--- config.mk ---
export PLATFORM = sky130hd
export DESIGN_NAME = xor_64bit_reg
export DESIGN_NICKNAME = d
export VERILOG_FILES = /design/src/rtl/xor_64bit_reg.sv
export SDC_FILE = /design/constraint.sdc
export NUM_CORES = 1
export LEC_CHECK = 0
export CORE_MARGIN = 2
export CORE_UTILIZATION = 32
export CTS_CLUSTER_DIAMETER = 40
export DETAILED_ROUTE_END_ITERATION = 7
export PLACE_DENSITY = 0.73
export SYNTH_ARGS = -nofsm -noshare
export SYNTH_HDL_FRONTEND = slang
export SYNTH_SLANG_ARGS = --single-unit
--- constraint.sdc ---
create_clock -name clk -period 1.1 [get_ports clk]
set_clock_uncertainty 0.1 [all_clocks]
set_input_delay 0.33 -clock clk [delete_from_list [all_inputs] [get_ports clk]]
set_output_delay 0.33 -clock clk [all_outputs]
set_load 0.005 [all_outputs]
--- src/rtl/xor_64bit_reg.sv ---
// Registered bitwise XOR for the Y86 xorq path. The result and its condition codes
// appear one cycle after an accepted operand pair.
module xor_64bit_reg #(
  parameter int unsigned WIDTH = 64
) (
  input  logic             clk,
  input  logic             rst_n,
  input  logic             in_valid,
  input  logic [WIDTH-1:0] a,
  input  logic [WIDTH-1:0] b,
  output logic             out_valid,
  output logic [WIDTH-1:0] c,
  output logic             zf,
  output logic             sf,
  output logic             of
);

  logic [WIDTH-1:0] x;

  logic             out_valid_q;
  logic [WIDTH-1:0] c_q;
  logic             zf_q;
  logic             sf_q;
  logic             of_q;

  // One 2-input XOR per bit; no carries, so operand signedness is irrelevant.
  for (genvar i = 0; i < WIDTH; i++) begin : g_xor
    assign x[i] = a[i] ^ b[i];
  end

  // Result and flags only load on an accepted pair so the last result stays readable.
  always_ff @(posedge clk or negedge rst_n) begin
    if (!rst_n) begin
      out_valid_q <= 1'b0;
      c_q         <= '0;
      zf_q        <= 1'b0;
      sf_q        <= 1'b0;
      of_q        <= 1'b0;
    end else begin
      out_valid_q <= in_valid;
      if (in_valid) begin
        c_q  <= x;
        zf_q <= (x == '0);
        sf_q <= x[WIDTH-1];
        of_q <= 1'b0;
      end
    end
  end

  assign out_valid = out_valid_q;
  assign c         = c_q;
  assign zf        = zf_q;
  assign sf        = sf_q;
  assign of        = of_q;

endmodule

==> flow_summary.yaml, run 1 <==
outcome:
  status: "finished with violations"
  violations: "setup timing"
grt:
  groute.usage.overall_pct: 20.99
  grt_pass1_wl_mm: 16.53
  grt_max_degree: 39
  gr-total-overflow: 0
  antenna_found_initial: 0
  grt_pass1_vias: 3513
power:
  cellPowerDensity_mw_per_mm2: 1146
  finalPower_mw: 7.095
  p_leak_nw: 3.054
  peakVddDrop_uv: 546.8
detailed_routing:
  route.detailed.drc: 0
  ant_nets: 0
  first_pass_iters: 4
  post_drt_wl_per_cell_um: 14.53
  drtIter0Drc: 95
  via_per_inst: 4.601
  num_vias: 3386
  wl_mm: 10.70
floorplanning:
  io_pins: 199
  initial_core_util_pct: 32.78
  fp.coreArea_mm2: 0.009196
  die_y_um: 101.1
  dieArea_mm2: 0.01021
  std_cell_rows: 35
  dieWidth_um: 101.1
synth:
  synth_seq_cells: 66
  synth_top_flop_cell: "dfrtp_1"
  yosysMostFrequentCell: "dfrtp_1"
  synth-edff-count: 0
  synthTopCellsByArea: "dfrtp_1 55%, xnor2_1 19%, a21oi_1 10%"
  syn_inst: 300
  postSynthAreaPerCell_um2: 10.05
  ys_types: 18
  yosys_warnings: 0
  synthesis.nets: 431
  ys_top_cells_by_count: "66 x dfrtp_1, 64 x nor2_1, 64 x xnor2_1"
  async_reset_ff_share_pct: 100.0
  yosys.area.top_type_share_pct: 54.79
  synth_largest_area_cell: "dfrtp_1"
  syn_area_mm2: 0.003014
  seq_area_frac_synth_pct: 54.79
job:
  maxCapViolCount: 0
clocking:
  cts_tree: "yes"
  cts_max_level: 3
  insertion_delay_ps: 330
  numCtsBuffers: 9
  clk_path_buf_depth: 2
  cts.clk_slew.worst_paths_ps: 70
  cts.sinks: 66
  ctsRootBufferMaster: "clkbuf_8"
setup_path:
  max_stage_delay_ps: 450
  rrSetupSlack_ps: 40
  endpoint: "zf"
  crit_type: "in2reg"
  slowest_stage: "clkdlybuf4s50_1"
  critPathArrivalTime_ps: 1470
  reg2reg_to: "c[47]"
  crit_fanout: 2
  r2r_cells: 5
  worstSetupStartpointType: "input port"
  cp_data_required_time_ps: 1260
  crit_path_end_kind: "register"
  crit_chain: "clkdlybuf4s50_1 -> xnor2_2 -> nand4_1 -> nor2_2 -> nand2_1 -> o22ai_2"
  r2r-start: "c[47]"
  critPathLaunch: "b[28]"
sta:
  period_needed_ps: 1308
  setup_slack_ps: -208.1
  slew_viol_final: 0
  setup_viol: 68
  rsz0062_at_grt: "true"
  final-hold-violation-count: 0
  fmax_mhz: 764.5
  period_share_pct: 118.9
finish:
  final_area_mm2: 0.006192
  drive_above_1_share_pct: 47.84
  final_nets: 751
  insertedDiodeCount: 0
  syn_to_final_growth_pct: 105.4
placed_design:
  globalplace.congestion: 0.7777
  place_area_mm2: 0.005700
  dp_hpwl_mm: 7.981
  portBuffers: 197
min_path:
  hold_path.class: "in2reg"
==> worst max-delay path: cells and delay by family <==
family,cells,cell delay [ps]
AO/OA/AOI/OAI,1,110
XOR/XNOR,1,200
buffers and inverters,1,450
AND/OR/NAND/NOR,3,380
==> where the power goes <==
group / total, mW / leakage [nW] / switching, mW / internal, mW
Clock: 1.88 / 0.0965 / 0.879 / 0.999
Sequential: 2.86 / 0.739 / 0.145 / 2.71
Combinational: 2.36 / 2.22 / 0.930 / 1.43
==> through the flow <==
stage / utilization, % / setup TNS (ps) / setup WS, ps / std cells / hold slack (ps)
final: 67.33 / -11690 / -208.1 / 736 / 203.8
after global routing: 67.33 / -14570 / -253.2 / 736 / 199.8
after CTS: 65.40 / -12320 / -209.8 / 713 / 198.6
after detailed placement: 61.99 / -30880 / -974.5 / 656 / 241.5
after global placement: 61.99 / -29410 / -965.4 / 656 / 252.0
after floorplan: - / -97.26 / -97.26 / 300 / -65.59
==> cell families (layout without fill, tap and decap cells) <==
group | after synthesis | in the layout | synth area share, %
AND/OR/NAND/NOR | 87 | 87 | 12.66
XOR/XNOR | 64 | 64 | 18.60
flip-flops | 66 | 66 | 54.79
AO/OA/AOI/OAI | 65 | 65 | 11.12
buffers and inverters | 17 | 342 | 2.698
other | 1 | 1 | 0.1244
==> registers in the layout (all words and copies together) (netlist names) <==
signal and count:
out_valid 1, zf 1, c 64
==> layout by cell type (no fill, tap or decap) <==
cell type	count
nor3_2	1
clkdlybuf4s15_2	5
clkinv_2	2
a21oi_1	62
clkbuf_2	8
clkbuf_8	12
dlygate4sd2_1	82
buf_6	1
clkdlybuf4s15_1	13
nor4_4	1
xnor2_4	1
nand3_2	1
a21oi_2	1
buf_4	125
clkdlybuf4s50_1	8
buf_12	3
xnor2_2	56
nor2_1	62
o22ai_2	1
dlymetal6s2s_1	2
nand2_1	2
nor2_2	2
conb_1	1
dlygate4sd3_1	1
nand4_1	15
clkbuf_1	2
dfrtp_1	66
o21a_1	1
nand3_1	1
buf_2	77
xnor2_1	7
nor4_2	2
inv_1	1
==> layer usage <==
metal  GRT usage, %  vias to the layer above  routed length (um)
li1               -                     1640                   -
met1          22.88                     1591                3953
met2          38.46                      133                5692
met3          5.756                       22                 774
met4          8.004                        0                 276
met5              0                        -                   0
==> timing repair <==
| item | in CTS | in global routing |
|---|---|---|
| endpoints found under the setup margin | 75 | 72 |
| setup buffers | 42 | 23 |
| gates cloned | 0 | 0 |
| resized for setup | 485 | 20 |
| pin swaps | 75 | 13 |
| endpoints found under the hold margin | 66 | 0 |
| hold buffers | 1 | 0 |
==> how the worst min path moves through the flow <==
| stage | startpoint | to | slack (ps) | depth (start not counted) |
|---|---|---|---|---|
| finish | a[36] | c[36] | 200 | 3 |
| global placement | rst_n | c[25] | 250 | 2 |
| global route | b[40] | c[40] | 200 | 3 |
| floorplan | rst_n | c[0] | -70 | 0 |
| detailed placement | rst_n | c[51] | 240 | 2 |
| CTS | b[38] | c[38] | 200 | 3 |
==> layout make-up <==
class / instances / area, um2
timing repair buffer: 325 / 2455
clock inverter: 2 / 10.01
sequential: 66 / 1652
tap: 111 / 138.9
inverter: 1 / 3.754
multi-input combinational: 217 / 1760
clock buffer: 14 / 172.7
fill: 758 / 3004
Note: power is estimated with default switching activity, not from simulation.
==> run 2, diff against run 1 <==
--- a/config.mk
+++ b/config.mk
@@ -5,9 +5,9 @@
 export SDC_FILE = /design/constraint.sdc
 export NUM_CORES = 1
 export LEC_CHECK = 0
+export ABC_CLOCK_PERIOD_IN_PS = 1100
 export CORE_MARGIN = 2
 export CORE_UTILIZATION = 32
-export CTS_CLUSTER_DIAMETER = 40
 export DETAILED_ROUTE_END_ITERATION = 7
 export PLACE_DENSITY = 0.73
 export SYNTH_ARGS = -nofsm -noshare
==> results of run 2 <==
No change in the layout: final DEF, timing and power equal those of run 1.
